$ cat src/rtl/reduce_combine.sv
// Receive side of the in-network reduction path: folds contributions per (contextId, tag)
// into a small table and emits one combined flit once every expected contribution has arrived.
module reduce_combine #(
  parameter int         FlitWidth     = 73,
  parameter int         ChildrenWidth = 3,
  parameter int         TableSize     = 4,
  parameter logic [2:0] rank_x        = 3'b0,
  parameter logic [2:0] rank_y        = 3'b0,
  parameter logic [2:0] rank_z        = 3'b0
) (
  input  logic                               clk,
  input  logic                               rst,
  input  logic [FlitWidth+ChildrenWidth-1:0] packetIn,
  output logic                               in_ready,
  output logic [FlitWidth-1:0]               packetOut,
  input  logic                               out_ready
);

  localparam int IdxW = (TableSize > 1) ? $clog2(TableSize) : 1;

  typedef struct packed {
    logic                     busy;
    logic                     done;
    logic [ChildrenWidth-1:0] remaining;
    logic [7:0]               ctx;
    logic [7:0]               tag;
    logic [3:0]               op;
    logic [1:0]               alg;
    logic [8:0]               dst;
    logic [31:0]              acc;
  } entry_t;

  entry_t                 table_q [TableSize];
  entry_t                 table_d [TableSize];
  logic [FlitWidth-1:0]   packet_out_q;
  logic [FlitWidth-1:0]   packet_out_d;

  logic                     in_valid;
  logic [ChildrenWidth-1:0] in_children;
  logic [8:0]               in_dst;
  logic [7:0]               in_ctx;
  logic [7:0]               in_tag;
  logic [1:0]               in_alg;
  logic [3:0]               in_op;
  logic [31:0]              in_payload;
  logic                     unused_src;

  assign in_children = packetIn[FlitWidth +: ChildrenWidth];
  assign in_valid    = packetIn[72];
  assign in_dst      = packetIn[71:63];
  assign in_ctx      = packetIn[53:46];
  assign in_tag      = packetIn[45:38];
  assign in_alg      = packetIn[37:36];
  assign in_op       = packetIn[35:32];
  assign in_payload  = packetIn[31:0];
  assign unused_src  = ^packetIn[62:54];

  function automatic logic [31:0] combine(input logic [3:0] op,
                                          input logic [31:0] a,
                                          input logic [31:0] b);
    case (op)
      4'd1:    return ($signed(a) > $signed(b)) ? a : b;
      4'd2:    return ($signed(a) < $signed(b)) ? a : b;
      4'd3:    return a & b;
      4'd4:    return a | b;
      4'd5:    return a ^ b;
      default: return a + b;
    endcase
  endfunction

  logic [TableSize-1:0] match_vec;
  logic [TableSize-1:0] free_vec;
  logic [TableSize-1:0] done_vec;
  logic [IdxW-1:0]      match_idx;
  logic [IdxW-1:0]      free_idx;
  logic [IdxW-1:0]      done_idx;
  logic                 match_any;
  logic                 free_any;
  logic                 done_any;
  logic                 accept;
  logic                 out_free;
  logic                 drain;

  // Scanning from the top down leaves the lowest-index hit in each index.
  always_comb begin
    match_vec = '0;
    free_vec  = '0;
    done_vec  = '0;
    match_idx = '0;
    free_idx  = '0;
    done_idx  = '0;
    for (int i = TableSize - 1; i >= 0; i--) begin
      match_vec[i] = table_q[i].busy && !table_q[i].done &&
                     (table_q[i].ctx == in_ctx) && (table_q[i].tag == in_tag);
      free_vec[i]  = !table_q[i].busy;
      done_vec[i]  = table_q[i].busy && table_q[i].done;
      if (match_vec[i]) match_idx = IdxW'(i);
      if (free_vec[i])  free_idx  = IdxW'(i);
      if (done_vec[i])  done_idx  = IdxW'(i);
    end
  end

  assign match_any = |match_vec;
  assign free_any  = |free_vec;
  assign done_any  = |done_vec;
  assign in_ready  = !rst && (match_any || free_any);
  assign accept    = in_valid && in_ready;
  assign out_free  = !packet_out_q[72] || out_ready;
  assign drain     = out_free && done_any;

  always_comb begin
    table_d      = table_q;
    packet_out_d = packet_out_q;

    if (drain) begin
      table_d[done_idx].busy = 1'b0;
      table_d[done_idx].done = 1'b0;
      packet_out_d = {1'b1, table_q[done_idx].dst, rank_z, rank_y, rank_x,
                      table_q[done_idx].ctx, table_q[done_idx].tag,
                      table_q[done_idx].alg, table_q[done_idx].op,
                      table_q[done_idx].acc};
    end else if (out_ready) begin
      packet_out_d = '0;
    end

    // A matched entry is never done, and a free entry is never the one draining.
    if (accept) begin
      if (match_any) begin
        table_d[match_idx].acc       = combine(table_q[match_idx].op,
                                               table_q[match_idx].acc, in_payload);
        table_d[match_idx].remaining = table_q[match_idx].remaining - 1'b1;
        table_d[match_idx].done      = (table_q[match_idx].remaining == ChildrenWidth'(1));
      end else begin
        table_d[free_idx].busy      = 1'b1;
        table_d[free_idx].done      = (in_children == '0);
        table_d[free_idx].remaining = in_children;
        table_d[free_idx].ctx       = in_ctx;
        table_d[free_idx].tag       = in_tag;
        table_d[free_idx].op        = in_op;
        table_d[free_idx].alg       = in_alg;
        table_d[free_idx].dst       = in_dst;
        table_d[free_idx].acc       = in_payload;
      end
    end
  end

  always_ff @(posedge clk) begin
    if (rst) begin
      for (int i = 0; i < TableSize; i++) begin
        table_q[i] <= '0;
      end
      packet_out_q <= '0;
    end else begin
      for (int i = 0; i < TableSize; i++) begin
        table_q[i] <= table_d[i];
      end
      packet_out_q <= packet_out_d;
    end
  end

  assign packetOut = packet_out_q;

endmodule
$ cat config.mk
export PLATFORM = sky130hd
export DESIGN_NAME = reduce_combine
export DESIGN_NICKNAME = d
export VERILOG_FILES = /design/src/rtl/reduce_combine.sv
export SDC_FILE = /design/constraint.sdc
export NUM_CORES = 1
export LEC_CHECK = 0
export CELL_PAD_IN_SITES_DETAIL_PLACEMENT = 1
export CELL_PAD_IN_SITES_GLOBAL_PLACEMENT = 1
export CORE_ASPECT_RATIO = 0.75
export CORE_MARGIN = 5
export CORE_UTILIZATION = 43
export DETAILED_ROUTE_END_ITERATION = 6
export PLACE_DENSITY_LB_ADDON = 0.05
export SETUP_SLACK_MARGIN = 0.1
export SKIP_LAST_GASP = 1
export SLEW_MARGIN = 0
export SYNTH_ARGS = -nofsm -noshare
export SYNTH_HDL_FRONTEND = slang
export SYNTH_SLANG_ARGS = --single-unit
$ cat constraint.sdc
create_clock -name clk -period 14.4 [get_ports clk]
set_input_delay 2.88 -clock clk [delete_from_list [all_inputs] [get_ports clk]]
set_output_delay 2.88 -clock clk [all_outputs]
set_load 0.01 [all_outputs]
==> impl_metrics.csv, run 1 <==
group,metric,value,unit
cells_and_area,post_route_cells_drive_above_1_share,5.99,%
synth,ys_seq_elements,336,
timing,fin_skew,17.5,ps
worst_setup_path,required,14780,ps
timing,period_minus_slack,10650,ps
timing,setup_violations,0,
detailed_routing,vias,23900,
global_routing,grt_pass1_vias,24300,
cells_and_area,nets,3061,
floorplanning,die_area,0.0545,mm2
global_routing,antenna_found_initial,2,
timing,rsz0062_at_grt,"false",
clocking,clk_pin_slew_worst_paths,60,ps
detailed_routing,first_pass_iters,5,
timing,post-route-period-util,74.0,%
synth,synthMuxAreaShare,1.50,%
synth,syn_area,0.0215,mm2
clocking,ctsResizeCount,0,
floorplanning,start_util,43.8,%
worst_setup_path,path_max_fanout,36,
clocking,cts_sinks,336,
clocking,cts_setup_buffers,0,
place,place_area,0.0231,mm2
place,place_ws,3410,ps
worst_setup_path,r2r_slack,6500,ps
synth,synth_adder_area_share,5.80,%
worst_setup_path,r2r-end,"table_q[165]",
synth,synth_flop_cell,"dfxtp_1",
synth,syn_avg_cell_area,7.38,um2
worst_setup_path,r2r_cells,20,
worst_hold_path,whs_endpoint,"table_q[268]",
clocking,max-clock-path-buffers,3,
synth,synth_xor_area_share,3.75,%
timing,setup_tns,0,ps
timing,worst_pin_slew,1140,ps
synth,syn_inst,2909,
global_routing,grt_overflow,0,
place,dp_cells,3493,
worst_setup_path,crit_path_end_kind,"register",
floorplanning,num_rows,70,
detailed_routing,drc_errors,0,
worst_hold_path,whs_path_depth,2,
worst_setup_path,cp-start-kind,"input port",
synth,ys_seq_area_share,31.3,%
synth,synth_top_cell_area_share,31.3,%
worst_hold_path,hold_path.class,"reg2reg",
floorplanning,pin_count,153,
worst_setup_path,worstPathArrival,11030,ps
worst_setup_path,worstSetupPathType,"in2reg",
timing,timing.fmax,0.0939,GHz
floorplanning,die_h,204,um
timing,slew_violations,0,
synth,synth-edff-count,0,
detailed_routing,post_drt_wl_per_cell,27.5,um
clocking,clkLatencyLatePin,540,ps
clocking,ctsHtreeMaxLevel,2,
detailed_routing,viasPerCell,6.73,
synth,synthArstFlopShare,0,%
detailed_routing,drt_iter0_drc,2529,
timing,relSlewSlack,24.0,%
global_routing,grt_usage,34.1,%
flow_run,cap_violations,0,
clocking,cts_made_buffers,36,
synth,synthTopCellsByArea,"dfxtp_1, nand2_1, a21oi_1",
place,io_buffers,134,
clocking,cts_tree,"yes",
timing,hold_viol_final,0,
cells_and_area,post-route-util,49.5,%
cells_and_area,syn_to_final_growth,13.1,%
cells_and_area,stdcell_area,0.0243,mm2
timing,final_critical_path_setup_slack,3750,ps
synth,synth_compound_area_share,30.4,%
synth,synth_top_family_by_area,"compound AO/OA/AOI/OAI gates",
floorplanning,die_w,268,um
worst_setup_path,r2r-start,"table_q[119]",
pwr,ir_worst_vdd,0.0816,mV
global_routing,grt_pass1_wl,148000,um
synth,synthDistinctLibCells,88,
place,dp_hpwl,64500,um
pwr,powerDensity,95.1,mW/mm2
pwr,p_leak,8.47,nW
floorplanning,core-area,0.0490,mm2
clocking,hold_buffers,0,
run_status,status,"finished clean",
clocking,cts_root_buf,"clkbuf_16",
synth,yosys.area_share.simple,20.4,%
place,gp_congestion,0.937,
detailed_routing,wl,97700,um
global_routing,grt_max_degree,115,
detailed_routing,ant_nets,0,
worst_hold_path,worstHoldStart,"table_q[268]",
synth,ys_warn_count,0,
synth,yosysTopAreaCell,"dfxtp_1",
cells_and_area,fin_cells,3555,
==> cell type report <==
type,instances,area (um2)
fill,6021,24800
multi-input combinational,2224,13400
sequential,336,6730
timing repair buffer,187,1740
clock buffer,50,1070
tap,648,811
inverter,98,368
clock inverter,11,145
antenna,1,2.50
==> cell usage in the layout, fill, tap and decap left out, types with 18 or more instances in the layout <==
| cell | count |
|---|---|
| xnor2_1 | 58 |
| o311ai_0 | 18 |
| clkbuf_16 | 38 |
| buf_4 | 53 |
| o22ai_1 | 88 |
| nand3_1 | 46 |
| o221ai_1 | 39 |
| dfxtp_1 | 336 |
| ha_1 | 98 |
| o21ai_0 | 58 |
| inv_1 | 97 |
| a2111oi_0 | 18 |
| a22oi_1 | 164 |
| o32ai_1 | 30 |
| clkdlybuf4s50_1 | 133 |
| nor3_1 | 53 |
| xor2_1 | 34 |
| a311oi_1 | 36 |
| a31oi_1 | 79 |
| a21oi_1 | 284 |
| a221oi_1 | 20 |
| mux2i_1 | 30 |
| nor2_1 | 154 |
| nand2_1 | 650 |
==> critical path: stages <==
cell and delay, ps:
clkdlybuf4s50_1 730, xor2_1 230, nor3_1 570, nand3_2 710
o22ai_2 630, o21a_1 200, buf_4 470, o21ai_0 410
inv_1 190, ha_1 290, nand3_1 260, nor4_1 590
o21ai_0 250, a31oi_1 380, o21a_1 230, nand2_2 370
buf_4 420, nand2_1 110, o21ai_0 100, a311oi_1 780
o32ai_1 210
==> cell usage after synthesis, types with 33 or more instances <==
cell type    n
o22ai_1     88
nand3_1     46
a31oi_1     79
nor3_1      55
o221ai_1    39
xnor2_1     58
xor2_1      34
buf_2       33
a21oi_1    284
clkbuf_1   198
a22oi_1    164
o21ai_0     59
a311oi_1    36
dfxtp_1    336
nand2_1    653
inv_1       97
nor2_1     167
ha_1        98
==> per-layer routing <==
| metal | share of wire [%] | global-route usage [%] | vias to the layer above |
|---|---|---|---|
| li1 | - | - | 10500 |
| met1 | 44 | 48.0 | 12000 |
| met2 | 44 | 52.2 | 1212 |
| met3 | 8.9 | 6.85 | 232 |
| met4 | 3.4 | 12.1 | 4 |
| met5 | 0.025 | 0 | - |
==> state kept, by name (all words and copies together), names as in the netlist <==
signal / count
packetOut: 64
table_q: 272
==> how the worst max path moves through the flow <==
| stage | from | endpoint | slack [ps] | depth (start not counted) |
|---|---|---|---|---|
| after floorplan | packetIn[48] | table_q[74] | 6450 | 23 |
| after global placement | packetIn[47] | table_q[233] | 3620 | 21 |
| after detailed placement | packetIn[51] | table_q[161] | 3410 | 21 |
| after CTS | packetIn[51] | table_q[161] | 3940 | 21 |
| after global routing | packetIn[42] | table_q[98] | 3460 | 21 |
| final | packetIn[42] | table_q[165] | 3750 | 21 |
==> per-stage QoR <==
stage,hold WS (ps),total power [mW]
floorplan,433,1.20
global placement,440,1.32
detailed placement,445,1.33
CTS,455,2.31
global route,476,2.38
finish,455,2.31
==> power breakdown <==
| group | internal, mW | switching, mW | total, mW | leakage, nW |
|---|---|---|---|---|
| clock network | 0.572 | 0.418 | 0.990 | 0.602 |
| logic | 0.112 | 0.253 | 0.366 | 5.16 |
| registers | 0.942 | 0.0118 | 0.954 | 2.71 |
| total | 1.63 | 0.683 | 2.31 | 8.47 |
==> cells by family (layout without fill, tap and decap cells) <==
family                   count (synthesis)  count (layout)
AND/OR/NAND/NOR                       1025            1025
adder cells (fa/ha/maj)                 99              99
multiplexers                            32              32
flip-flops                             336             336
buffers and inverters                  357             346
XOR/XNOR                                92              92
AO/OA/AOI/OAI                          967             967
other                                    1              10
No activity file was read; power rests on OpenSTA's default activity.
==> run 2, diff against run 1 <==
- clock period: 14.4 -> 10.2 ns (I/O delays scaled with it)
==> run 2 against run 1 <==
Sequential cell count unchanged. Hold slack improved by 0.90 ps. Count of clock-buffer cells in the layout rose by 2. Via count grew 0.58%. Combinational power up 43%. Sequential share of layout area is essentially flat. Worst setup slack got worse by 2800 ps. Global-route usage grew 0.49 points. Critical path depth stayed put. Design area hardly changed.
==> impl_metrics.csv, run 2 (synthesis results as in run 1) <==
group,metric,value,unit
timing,hold_viol_final,0,
floorplanning,die_w,268,um
clocking,clkLatencyLatePin,550,ps
clocking,cts_made_buffers,36,
detailed_routing,first_pass_iters,5,
global_routing,grt_usage,34.6,%
run_status,status,"finished clean",
detailed_routing,drc_errors,0,
worst_setup_path,crit_path_end_kind,"register",
place,place_area,0.0232,mm2
clocking,cts_tree,"yes",
detailed_routing,drt_iter0_drc,2608,
worst_setup_path,cp_top_family,"compound AO/OA/AOI/OAI gates",
pwr,ir_worst_vdd,0.102,mV
place,io_buffers,134,
worst_setup_path,cp-start-kind,"input port",
worst_setup_path,critPathCapture,"table_q[76]",
pwr,powerDensity,131,mW/mm2
timing,timing.fmax,0.108,GHz
worst_setup_path,r2r_cells,20,
cells_and_area,final_common_cell,"nand2_1",
floorplanning,pin_count,153,
worst_setup_path,worstSetupPathType,"in2reg",
worst_setup_path,r2r-start,"table_q[124]",
clocking,ctsResizeCount,0,
timing,relSlewSlack,14.6,%
floorplanning,die_h,204,um
detailed_routing,post_drt_wl_per_cell,27.7,um
cells_and_area,syn_to_final_growth,13.2,%
detailed_routing,viasPerCell,6.74,
clocking,ctsHtreeMaxLevel,2,
floorplanning,die_area,0.0545,mm2
worst_hold_path,hold_path.class,"reg2reg",
worst_setup_path,path_cells,"clkdlybuf4s50_1 -> xor2_1 -> nor4_2 -> nand3_2 -> buf_4 -> o22ai_2 -> o21a_1 -> buf_12 -> nor2_1 -> a31oi_1 -> ha_1 -> a41oi_1 -> o21ai_0 -> a2111oi_0 -> a31oi_1 -> o21ai_2 -> buf_4 -> mux2i_1 -> a221oi_1 -> nor3_1 -> o22ai_1",
place,gp_congestion,0.947,
worst_setup_path,startpoint,"packetIn[47]",
worst_setup_path,worstPathArrival,9620,ps
worst_setup_path,path_max_fanout,36,
floorplanning,core-area,0.0490,mm2
worst_setup_path,slowest_stage,"o21ai_2",
global_routing,grt_max_degree,142,
worst_setup_path,path_buf_inv,4,
clocking,cts_sinks,336,
global_routing,grt_pass1_wl,148000,um
flow_run,cap_violations,0,
pwr,p_leak,8.48,nW
worst_setup_path,path_depth,21,
place,dp_hpwl,66100,um
floorplanning,start_util,43.8,%
clocking,cts_root_buf,"clkbuf_16",
cells_and_area,stdcell_area,0.0243,mm2
global_routing,grt_overflow,0,
timing,rsz0062_at_grt,"false",
timing,slew_violations,0,
global_routing,antenna_found_initial,2,
detailed_routing,vias,24100,
cells_and_area,largest_reg_flops,272,
detailed_routing,wl,99000,um
floorplanning,num_rows,70,
worst_setup_path,required,10590,ps
worst_setup_path,r2r_slack,2840,ps
place,place_ws,634,ps
clocking,hold_buffers,0,
timing,setup_violations,0,
timing,period_minus_slack,9230,ps
global_routing,grt_pass1_vias,24200,
timing,final_critical_path_setup_slack,970,ps
timing,setup_tns,0,ps
worst_setup_path,cpPeakStageDelay,710,ps
cells_and_area,top_register,"table_q",
worst_setup_path,r2r-end,"table_q[76]",
timing,fin_skew,28.9,ps
cells_and_area,mostFrequentLayoutCells,"nand2_1, dfxtp_1, a21oi_1, a22oi_1, nor2_1",
cells_and_area,nets,3076,
clocking,clk_pin_slew_worst_paths,60,ps
clocking,cts_setup_buffers,0,
clocking,max-clock-path-buffers,3,
cells_and_area,post_route_cells_drive_above_1_share,6.37,%
timing,worst_pin_slew,1270,ps
pwr,fin_total_pwr,3.17,mW
detailed_routing,ant_nets,0,
timing,post-route-period-util,90.5,%
[run 2: cell types whose count changed in the layout (fill, tap and decap cells not counted), moves of 2 or more]
cell        previous run  this run
clkinvlp_4             0         3
buf_4                 53        67
bufinv_16              3         0
clkbuf_8               7         9
clkinv_2               6         2
[run 2: worst reg2reg max path, cell delays in order, from the launching register on]
cell and delay, ps:
dfxtp_1 330, xor2_1 210, nor4_2 640, nand3_2 320
buf_4 320, o22ai_2 350, o21a_1 230, buf_12 260
nor2_1 100, a31oi_1 550, ha_1 470, a41oi_1 230
o21ai_0 240, a2111oi_0 480, a31oi_1 210, o21ai_2 710
buf_4 410, mux2i_1 240, a221oi_1 100, nor3_1 600
o22ai_1 210
[run 2: worst min-delay path by stage]
stage                       startpoint  slack (ps)  depth (start not counted)           end
final                      table_q[37]         460                          2   table_q[37]
after global routing      table_q[174]         470                          2  table_q[174]
after detailed placement  table_q[241]         450                          2  table_q[241]
after floorplan           table_q[268]         430                          2  table_q[268]
after CTS                 table_q[241]         460                          2  table_q[241]
after global placement    table_q[103]         440                          2  table_q[103]
[run 2: metal layers]
layer  global-route usage (%)  vias up  share of wire, %
li1                         -    10500                 -
met1                     49.4    12000                44
met2                     53.0     1334                44
met3                     6.21      236               9.7
met4                     11.4        2               3.1
met5                        0        -             0.013
[run 2: final cells by class]
cell class,instances,area [um2]
Multi-Input combinational cell,2224,13400
Clock inverter,6,41.3
Tap cell,648,811
Timing Repair Buffer,202,1870
Clock buffer,52,1070
Inverter,98,368
Antenna cell,2,5.00
Sequential cell,336,6730
Fill cell,6050,24700
[run 2: per-stage QoR]
| step | hold slack [ps] | instances | utilization, % |
|---|---|---|---|
| floorplan | 433 | 2917 | - |
| global placement | 441 | 3508 | 47.3 |
| detailed placement | 449 | 3508 | 47.3 |
| CTS | 458 | 3566 | 49.5 |
| global route | 474 | 3567 | 49.5 |
| finish | 456 | 3568 | 49.5 |
[run 2: where the power goes]
part	switching (mW)	internal [mW]	total (mW)	leakage [nW]
registers	0.0170	1.33	1.35	2.71
logic	0.361	0.162	0.523	5.23
clock network	0.576	0.727	1.30	0.540
total	0.954	2.22	3.17	8.48
